<file path="src/rtl/top_pkg.sv">
// Shared constants for the two-digit BCD counter with seven-segment display.
package top_pkg;

  // Default input clock frequency in Hz.
  localparam int unsigned DefaultClkHz = 100_000_000;

  // Tick period and refresh select bit used when SIM_FAST_TICK_EN is defined.
  localparam int unsigned FastTickPeriod = 100;
  localparam int unsigned FastSelBit     = 3;

  // Active-low segment patterns, {g,f,e,d,c,b,a}.
  localparam logic [6:0] Seg0     = 7'b100_0000;
  localparam logic [6:0] Seg1     = 7'b111_1001;
  localparam logic [6:0] Seg2     = 7'b010_0100;
  localparam logic [6:0] Seg3     = 7'b011_0000;
  localparam logic [6:0] Seg4     = 7'b001_1001;
  localparam logic [6:0] Seg5     = 7'b001_0010;
  localparam logic [6:0] Seg6     = 7'b000_0010;
  localparam logic [6:0] Seg7     = 7'b111_1000;
  localparam logic [6:0] Seg8     = 7'b000_0000;
  localparam logic [6:0] Seg9     = 7'b001_0000;
  localparam logic [6:0] SegBlank = 7'b111_1111;

  // Active-low anode selects; an[7:2] are unused and held high.
  localparam logic [7:0] AnUnits = 8'b1111_1110;
  localparam logic [7:0] AnTens  = 8'b1111_1101;

endpackage

</file>
<file path="src/rtl/seg7_decoder.sv">
// Combinational BCD to active-low seven-segment decoder; non-BCD codes blank the digit.
module seg7_decoder
  import top_pkg::*;
(
  input  logic [3:0] bcd,
  output logic [6:0] seg
);

  // Map each BCD code onto its segment pattern.
  always_comb begin
    seg = SegBlank;
    case (bcd)
      4'd0:    seg = Seg0;
      4'd1:    seg = Seg1;
      4'd2:    seg = Seg2;
      4'd3:    seg = Seg3;
      4'd4:    seg = Seg4;
      4'd5:    seg = Seg5;
      4'd6:    seg = Seg6;
      4'd7:    seg = Seg7;
      4'd8:    seg = Seg8;
      4'd9:    seg = Seg9;
      default: seg = SegBlank;
    endcase
  end

endmodule

</file>
<file path="src/rtl/top.sv">
// Two-digit BCD up-counter (00-99) driving a multiplexed active-low seven-segment display.
// Define SIM_FAST_TICK_EN for a 100-cycle tick period and refresh select on bit 3.
module top
  import top_pkg::*;
#(
  parameter int unsigned CLK_HZ       = DefaultClkHz,
  parameter int unsigned TICK_HZ      = 1,
  parameter int unsigned REFRESH_BITS = 17
) (
  input  logic       clk,
  input  logic       rst,
  input  logic [3:0] start_val,
  output logic [6:0] seg,
  output logic [7:0] an,
  output logic       dp1
);

`ifdef SIM_FAST_TICK_EN
  localparam int unsigned TickPeriod = FastTickPeriod;
  localparam int unsigned SelBit     = FastSelBit;
`else
  localparam int unsigned TickPeriod = CLK_HZ / TICK_HZ;
  localparam int unsigned SelBit     = REFRESH_BITS - 1;
`endif

  localparam int unsigned TickW = (TickPeriod > 1) ? $clog2(TickPeriod) : 1;
  localparam logic [TickW-1:0] TickLast   = TickW'(TickPeriod - 1);
  localparam logic [TickW-1:0] HalfPeriod = TickW'(TickPeriod / 2);

  logic [TickW-1:0]        tick_cnt_q, tick_cnt_d;
  logic                    tick;
  logic [3:0]              units_q, units_d;
  logic [3:0]              tens_q, tens_d;
  logic [3:0]              load_units;
  logic [REFRESH_BITS-1:0] refresh_q;
  logic                    sel;
  logic [3:0]              dec_in;
  logic [6:0]              dec_seg;
  logic [6:0]              seg_q;
  logic [7:0]              an_q;
  logic                    dp1_q;

  // Out-of-range start values load as zero.
  assign load_units = (start_val <= 4'd9) ? start_val : 4'd0;

  // Tick on the terminal count; suppressed while in reset.
  assign tick = !rst && (tick_cnt_q == TickLast);
  assign sel  = refresh_q[SelBit];

  // Next-state for the tick counter and the two BCD digits.
  always_comb begin
    tick_cnt_d = tick ? '0 : tick_cnt_q + 1'b1;
    units_d    = units_q;
    tens_d     = tens_q;
    if (tick) begin
      if (units_q >= 4'd9) begin
        units_d = 4'd0;
        tens_d  = (tens_q >= 4'd9) ? 4'd0 : tens_q + 4'd1;
      end else begin
        units_d = units_q + 4'd1;
      end
    end
  end

  // Counter state registers; reset reloads the start value every cycle.
  always_ff @(posedge clk) begin
    if (rst) begin
      tick_cnt_q <= '0;
      units_q    <= load_units;
      tens_q     <= 4'd0;
      refresh_q  <= '0;
    end else begin
      tick_cnt_q <= tick_cnt_d;
      units_q    <= units_d;
      tens_q     <= tens_d;
      refresh_q  <= refresh_q + 1'b1;
    end
  end

  // Under reset show the value being loaded so the display is valid on the first edge.
  assign dec_in = rst ? load_units : (sel ? tens_q : units_q);

  seg7_decoder u_dec (
    .bcd (dec_in),
    .seg (dec_seg)
  );

  // Registered display outputs, one cycle behind the refresh select.
  always_ff @(posedge clk) begin
    if (rst) begin
      an_q  <= AnUnits;
      seg_q <= dec_seg;
      dp1_q <= 1'b0;
    end else begin
      an_q  <= sel ? AnTens : AnUnits;
      seg_q <= dec_seg;
      dp1_q <= !(!sel && (tick_cnt_q < HalfPeriod));
    end
  end

  assign seg = seg_q;
  assign an  = an_q;
  assign dp1 = dp1_q;

endmodule

</file>
<file path="config.mk">
export PLATFORM = sky130hd
export DESIGN_NAME = top
export DESIGN_NICKNAME = d
export VERILOG_FILES = /design/src/rtl/top_pkg.sv /design/src/rtl/seg7_decoder.sv /design/src/rtl/top.sv
export SDC_FILE = /design/constraint.sdc
export NUM_CORES = 1
export LEC_CHECK = 0
export BUFFER_PORTS_ARGS = -buffer_cell sky130_fd_sc_hd__buf_2
export CELL_PAD_IN_SITES_DETAIL_PLACEMENT = 2
export CELL_PAD_IN_SITES_GLOBAL_PLACEMENT = 2
export CORE_MARGIN = 4
export CORE_UTILIZATION = 34
export CTS_CLUSTER_SIZE = 28
export DETAILED_ROUTE_END_ITERATION = 8
export GPL_ROUTABILITY_DRIVEN = 0
export PLACE_DENSITY = 0.75
export SLEW_MARGIN = 20
export SYNTH_ARGS = -nofsm -noshare
export SYNTH_HDL_FRONTEND = slang
export SYNTH_SLANG_ARGS = --single-unit
</file>
<file path="constraint.sdc">
create_clock -name clk -period 1.7 [get_ports clk]
set_input_delay 0.17 -clock clk [delete_from_list [all_inputs] [get_ports clk]]
set_output_delay 0.17 -clock clk [all_outputs]
set_load 0.01 [all_outputs]
</file>
==> results of run 1 <==
## sequential cells by signal (all words and copies together) (netlist names)
| signal | cells |
|---|---|
| tick_cnt_q | 27 |
| tens_q | 4 |
| dp1 | 1 |
| refresh_q | 17 |
| an | 2 |
| seg | 7 |
| units_q | 4 |
## critical path, delay by kind of cell (launching register included)
kind	cells	cell delay [ns]
compound gates	2	0.36
buf+inv	1	0.15
flops	1	0.33
simple gates	3	0.92
## metrics by stage
step	setup TNS, ns	hold slack [ns]	power [mW]	utilization (%)	cells
2_1_floorplan	-1.74	0.402	1.74	-	342
3_3_place_gp	-2.00	0.415	1.82	39.8	488
3_5_place_dp	-3.14	0.430	1.84	39.8	488
4_1_cts	-3.09	0.207	3.17	42.7	505
5_1_grt	-5.84	0.201	3.32	44.3	512
6_report	-3.24	0.196	3.16	44.3	512
## routing by layer
metal  vias to the layer above  share of wire [%]  global-route usage (%)
met5                         -                  0                       0
li1                       1272                  -                       -
met3                         9                2.3                    4.26
met1                      1285                 43                    20.0
met4                         0                1.4                    5.95
met2                        28                 53                    31.0
## power groups by stage
stage / Sequential (mW) / Combinational, mW / Clock (mW)
global route: 1.55 / 0.327 / 1.44
global placement: 1.58 / 0.246 / 0
floorplan: 1.59 / 0.153 / 0
detailed placement: 1.58 / 0.259 / 0
finish: 1.55 / 0.289 / 1.32
CTS: 1.55 / 0.268 / 1.36
## cell usage in the layout (no fill, tap or decap), types with 7 or more instances in the layout
master,synthesis,routed
xor2_1,23,23
dfxtp_1,58,54
nor3_1,7,7
nor2_2,1,10
o21ai_0,13,10
buf_4,6,41
a21oi_1,9,9
nand4_1,8,8
nor2_1,53,41
nand3_1,27,24
buf_2,1,16
and3_1,7,7
ha_1,13,12
xnor2_1,14,14
clkbuf_8,0,10
nand2_1,15,15
inv_1,12,12
## final cells by class
type	count	share of cell area [%]
clock buffers	10	3.56
well taps	108	3.50
inverters	12	1.17
clock inverters	6	1.59
flip-flops and latches	62	33.4
multi-input cells	252	44.9
repair buffers	62	11.9
## how the worst max path moves through the flow
stage                               from          to  slack (ns)  depth (start not counted)
final                     tick_cnt_q[11]   tens_q[3]       -0.20                          6
after global routing      tick_cnt_q[11]   tens_q[3]       -0.32                          6
after CTS                 tick_cnt_q[11]   tens_q[1]       -0.15                          6
after detailed placement  tick_cnt_q[11]   tens_q[1]       -0.15                          6
after global placement    tick_cnt_q[11]   tens_q[1]       -0.11                          6
after floorplan           tick_cnt_q[17]  units_q[0]       -0.20                          5
## repair_timing
item                       4_1_cts  5_1_grt
setup endpoints to repair       35       42
pin swaps                       14        8
resized for setup               15       27
buffers inserted                 1        6
gates cloned                     0        1
## cells by family after synthesis
kind of cell	synth area share, %
DFF	42.1
xor gates and xnor gates	10.7
other	0.123
adders and majority gates	5.35
and+or+nand+nor	25.7
buffers and inverters	4.98
muxes	2.35
AOI/OAI and AO/OA	8.68
==> metrics.csv, run 1 <==
stage,metric,value,unit
outcome,status,"finished, violations left",
outcome,violations,setup timing,
clock_network,cts_sinks,62,
logic_synthesis,ys_seq_elements,62,
floorplan,pin_count,22,
run,maxCapViolations,0,
sta,hold_viol,0,
setup_path,rrSetupSlack,-0.20,ns
power_and_ir_drop,ir_drop,0.000328,V
power_and_ir_drop,intPower,2.35,mW
setup_path,crit_chain,or4_4 > buf_6 > nor3b_4 > nand4_4 > o21ai_0 > o31ai_1,
sta,fin_crit_sh,112,%
setup_path,crit_path_max_incr_delay,0.56,ns
drt,first_pass_iters,4,
worst_hold_path,hold_start,start_val[0],
drt,antenna_left,0,
setup_path,worstPathRequired,1.91,ns
global_route,antenna_found_initial,0,
logic_synthesis,ys_seq_area_share,42.1,%
clock_network,cts_tree,built,
sta,setup_violations,33,
drt,dr.first_iter.drc_count,47,
power_and_ir_drop,seqPwrFrac,49.0,%
logic_synthesis,netlist_instances,337,
global_route,track_usage,17.3,%
placement,portBuffers,15,
setup_path,critPathMaxFanout,5,
floorplan,initial_core_util,34.9,%
setup_path,r2r-start,tick_cnt_q[11],
drt,via_per_inst,5.07,
logic_synthesis,yosysWarnings,0,
power_and_ir_drop,switching_share,25.4,%
worst_hold_path,min_path_cells,3,
layout,drive_gt1_share,28.0,%
logic_synthesis,ys_top_cells_by_count,"58 x dfxtp_1, 53 x nor2_1, 27 x nand3_1",
layout,n_antenna_cell,0,
sta,setup_ws,-0.196,ns
drt,vias,2594,
global_route,grt_max_degree,30,
setup_path,cp-end-kind,register,
power_and_ir_drop,clock_power_share,41.9,%
sta,rsz0062_at_grt,true,
setup_path,cpMaxStageDelayCell,or4_4,
floorplan,rows,34,
layout,regArea,0.00129,mm²
logic_synthesis,synth_most_common_cell,dfxtp_1,
floorplan,die_y,103,µm
setup_path,startpoint_type,register,
power_and_ir_drop,power_leakage,1.53,nW
sta,clock_skew,0.00966,ns
clock_network,cts_max_level,3,
placement,pre_cts_ws,-0.149,ns
logic_synthesis,synthesis.area,0.00304,mm²
layout,multiInputGateArea,0.00173,mm²
logic_synthesis,ys_async_sr_fraction,0,%
layout,nFillCells,953,
floorplan,die_w,103,µm
logic_synthesis,synth.top_cell.area_share,38.2,%
worst_hold_path,min_path_type,in2reg,
power_and_ir_drop,p_comb_share,9.2,%
logic_synthesis,synth_top_area_cell,dfxtp_1,
logic_synthesis,yosys-top-cells-area,"dfxtp_1 38%, xor2_1 6.6%, nor2_1 6.5%, ha_1 5.3%, nand3_1 4.4%",
drt,drc_errors,0,
sta,max_freq,0.527,GHz
layout,final_nets,418,
clock_network,path_clk_slew,0.07,ns
worst_hold_path,holdPathEnd,units_q[0],
clock_network,clock_latency,0.35,ns
floorplan,coreArea,0.00872,mm²
floorplan,fp.dieArea,0.0105,mm²
setup_path,cp_data_arrival_time,2.11,ns
setup_path,r2r-end,tens_q[3],
power_and_ir_drop,switching_power,802,µW
setup_path,path_class,reg2reg,
clock_network,cts_buffer_depth,2,
logic_synthesis,avgSynthCellArea,9.02,µm²
sta,min_period,1.90,ns
drt,drt_wl_total,8670,µm
placement,hpwl,5900,µm
setup_path,rr_worst_depth,6,
drt,wl_per_cell,16.9,µm
clock_network,holdBufCountCts,0,
sta,slew_viol_final,0,
global_route,grt_overflow,0,
layout,area_delta_synth_final,27.1,%
logic_synthesis,yosys_most_used_dff,dfxtp_1,
placement,postPlaceCellArea,0.00347,mm²
logic_synthesis,yosysUniqueCellTypes,48,
clock_network,cts_buffers,9,
clock_network,cts_root_buf,clkbuf_8,
layout,final_area,0.00386,mm²
global_route,grt_pass1_wl,14100,µm
power_and_ir_drop,cellPowerDensity,817,mW/mm²
logic_synthesis,synth-edff-count,4,
global_route,grt_pass1_vias,2798,
Power figures use the tool's default switching activity.
==> inputs of run 2 (changes only) <==
--- a/config.mk
+++ b/config.mk
@@ -8,6 +8,7 @@
 export BUFFER_PORTS_ARGS = -buffer_cell sky130_fd_sc_hd__buf_2
 export CELL_PAD_IN_SITES_DETAIL_PLACEMENT = 2
 export CELL_PAD_IN_SITES_GLOBAL_PLACEMENT = 2
+export CORE_ASPECT_RATIO = 2
 export CORE_MARGIN = 4
 export CORE_UTILIZATION = 34
 export CTS_CLUSTER_SIZE = 28
==> metrics.csv, run 2 (synthesis results as in run 1) <==
stage,metric,value,unit,change
outcome,status,"finished, violations left",,
outcome,violations,setup timing,,
floorplan,initial_core_util,34.9,%,+0.050 points
layout,area_delta_synth_final,28.1,%,
floorplan,die_y,142,µm,+38%
sta,rsz0062_at_grt,true,,
drt,drc_errors,0,,unchanged
layout,layout_common_cells,"54 x dfxtp_1, 51 x nor2_1, 44 x buf_4",,
sta,worst_pin_slew,0.500,ns,
floorplan,rows,48,,+41%
drt,dr.first_iter.drc_count,58,,+23%
clock_network,cts_max_level,3,,unchanged
setup_path,cp_data_arrival_time,2.01,ns,-0.10 ns
layout,drive_gt1_share,24.1,%,-3.8 points
clock_network,cts_sinks,62,,unchanged
setup_path,critPathMaxFanout,14,,+9
drt,drt_wl_total,9330,µm,+7.5%
sta,setup_violations,30,,-9.1%
setup_path,cp-end-kind,register,,
sta,max_slew_margin,66.4,%,
layout,largest_register,tick_cnt_q,,
drt,wl_per_cell,18.6,µm,+9.7%
clock_network,cts_tree,built,,
placement,hpwl,6420,µm,+8.8%
layout,layout_commonest_cell,dfxtp_1,,
power_and_ir_drop,power,3.95,mW,+25%
sta,hold_viol,0,,unchanged
placement,place_inst,483,,-1.0%
floorplan,fp.dieArea,0.0106,mm²,+0.87%
drt,vias,2654,,+2.3%
sta,setup_ws,-0.115,ns,+0.0815 ns
layout,fin_util,44.7,%,+0.41 points
global_route,grt_overflow,0,,unchanged
sta,fin_crit_sh,107,%,-4.8 points
setup_path,path_class,reg2reg,,
clock_network,path_clk_slew,0.05,ns,-0.02 ns
setup_path,cpMaxStageDelayCell,or4_4,,
global_route,grt_pass1_vias,3082,,+10%
run,maxCapViolations,0,,unchanged
setup_path,startpoint_type,register,,
floorplan,die_w,74.9,µm,-27%
setup_path,r2r-start,tick_cnt_q[11],,
clock_network,cts_root_buf,clkbuf_16,,
setup_path,crit_path_max_incr_delay,0.56,ns,about the same
placement,portBuffers,15,,unchanged
setup_path,worstPathRequired,1.90,ns,about the same
drt,antenna_left,0,,unchanged
layout,final_nets,416,,-0.48%
power_and_ir_drop,ir_drop,0.000516,V,+57%
sta,max_freq,0.551,GHz,+4.5%
layout,largest_reg_flops,27,,unchanged
layout,n_antenna_cell,0,,unchanged
power_and_ir_drop,power_leakage,1.57,nW,+2.7%
setup_path,crit_chain,or4_4 > nor4_4 > a31o_4 > buf_12 > a311oi_1,,
worst_hold_path,hold_start,start_val[0],,
setup_path,worst-path-buf-inv,1,,unchanged
floorplan,coreArea,0.00871,mm²,-0.14%
layout,nFillCells,952,,-0.10%
sta,clock_skew,0.00343,ns,-0.00622 ns
clock_network,cts_buffers,9,,unchanged
setup_path,crit_path_start,tick_cnt_q[11],,
drt,via_per_inst,5.29,,+4.4%
floorplan,pin_count,22,,unchanged
drt,first_pass_iters,4,,unchanged
sta,min_period,1.81,ns,-0.0815 ns
global_route,antenna_found_initial,0,,unchanged
power_and_ir_drop,cellPowerDensity,1010,mW/mm²,+24%
global_route,grt_pass1_wl,15400,µm,+9.4%
sta,finalSetupTns,-2.24,ns,+1.00 ns
clock_network,holdBufCountCts,0,,unchanged
worst_hold_path,min_path_type,in2reg,,
clock_network,cts_buffer_depth,2,,unchanged
setup_path,cp_top_family,simple AND/OR/NAND/NOR gates,,
sta,slew_viol_final,0,,unchanged
layout,layout.cells.non_filler,502,,-2.0%
global_route,grt_max_degree,22,,-27%
global_route,track_usage,19.5,%,+2.2 points
clock_network,clock_latency,0.33,ns,-0.02 ns
[run 2: changes by cell type in the layout (fill, tap and decap cells not counted), moves of 7 or more]
| cell | before | now |
|---|---|---|
| clkbuf_16 | 0 | 9 |
| nor2_2 | 10 | 3 |
| clkbuf_8 | 10 | 0 |
| nor2_1 | 41 | 51 |
[run 2: final cells by class]
| type | instances | area (µm²) | area share, % |
|---|---|---|---|
| Multi-Input combinational cell | 252 | 1670 | 42.9 |
| Clock inverter | 6 | 110 | 2.83 |
| Tap cell | 100 | 125 | 3.21 |
| Inverter | 12 | 45.0 | 1.16 |
| Clock buffer | 10 | 229 | 5.88 |
| Sequential cell | 62 | 1290 | 33.1 |
| Timing Repair Buffer | 60 | 425 | 10.9 |
[run 2: path summary, 6_finish.rpt]
check                                       to  slack, ns  depth (start not counted)
worst max-delay path            tick_cnt_q[22]      -0.11                          5
worst min-delay path                units_q[0]       0.24                          3
worst max register to register  tick_cnt_q[22]      -0.11                          5
worst min register to register    refresh_q[0]       0.43                          1
[run 2: repair_timing]
action / 4_1_cts / 5_1_grt
resized for setup: 8 / 11
pin swaps: 3 / 5
endpoints found under the hold margin: 0 / 0
buffers inserted: 1 / 2
endpoints found under the setup margin: 36 / 41
[run 2: metal layers]
metal	vias to the layer above	global-route usage (%)	share of wire [%]
li1	1273	-	-
met1	1328	17.6	35
met2	33	37.9	59
met3	20	3.90	2.2
met4	0	10.2	3.6
met5	-	0	0
[run 2: metrics by stage]
step	hold slack, ns	setup WS (ns)	cell area (µm²)
5_1_grt	0.274	-0.179	3890
3_5_place_dp	0.427	-0.167	3480
2_1_floorplan	0.402	-0.199	3060
4_1_cts	0.236	-0.119	3840
3_3_place_gp	0.417	-0.121	3480
6_report	0.239	-0.115	3890
[run 2: where the power goes]
part | total [mW] | leakage (nW) | switching, mW | internal, mW
logic | 0.288 | 0.898 | 0.164 | 0.124
registers | 1.54 | 0.514 | 0.0249 | 1.52
clock network | 2.12 | 0.159 | 0.689 | 1.43
total | 3.95 | 1.57 | 0.878 | 3.07
[run 2: tightest hold or removal path: stages]
cell     delay, ns
buf_2         0.08
nand3_1       0.11
o31ai_1       0.10
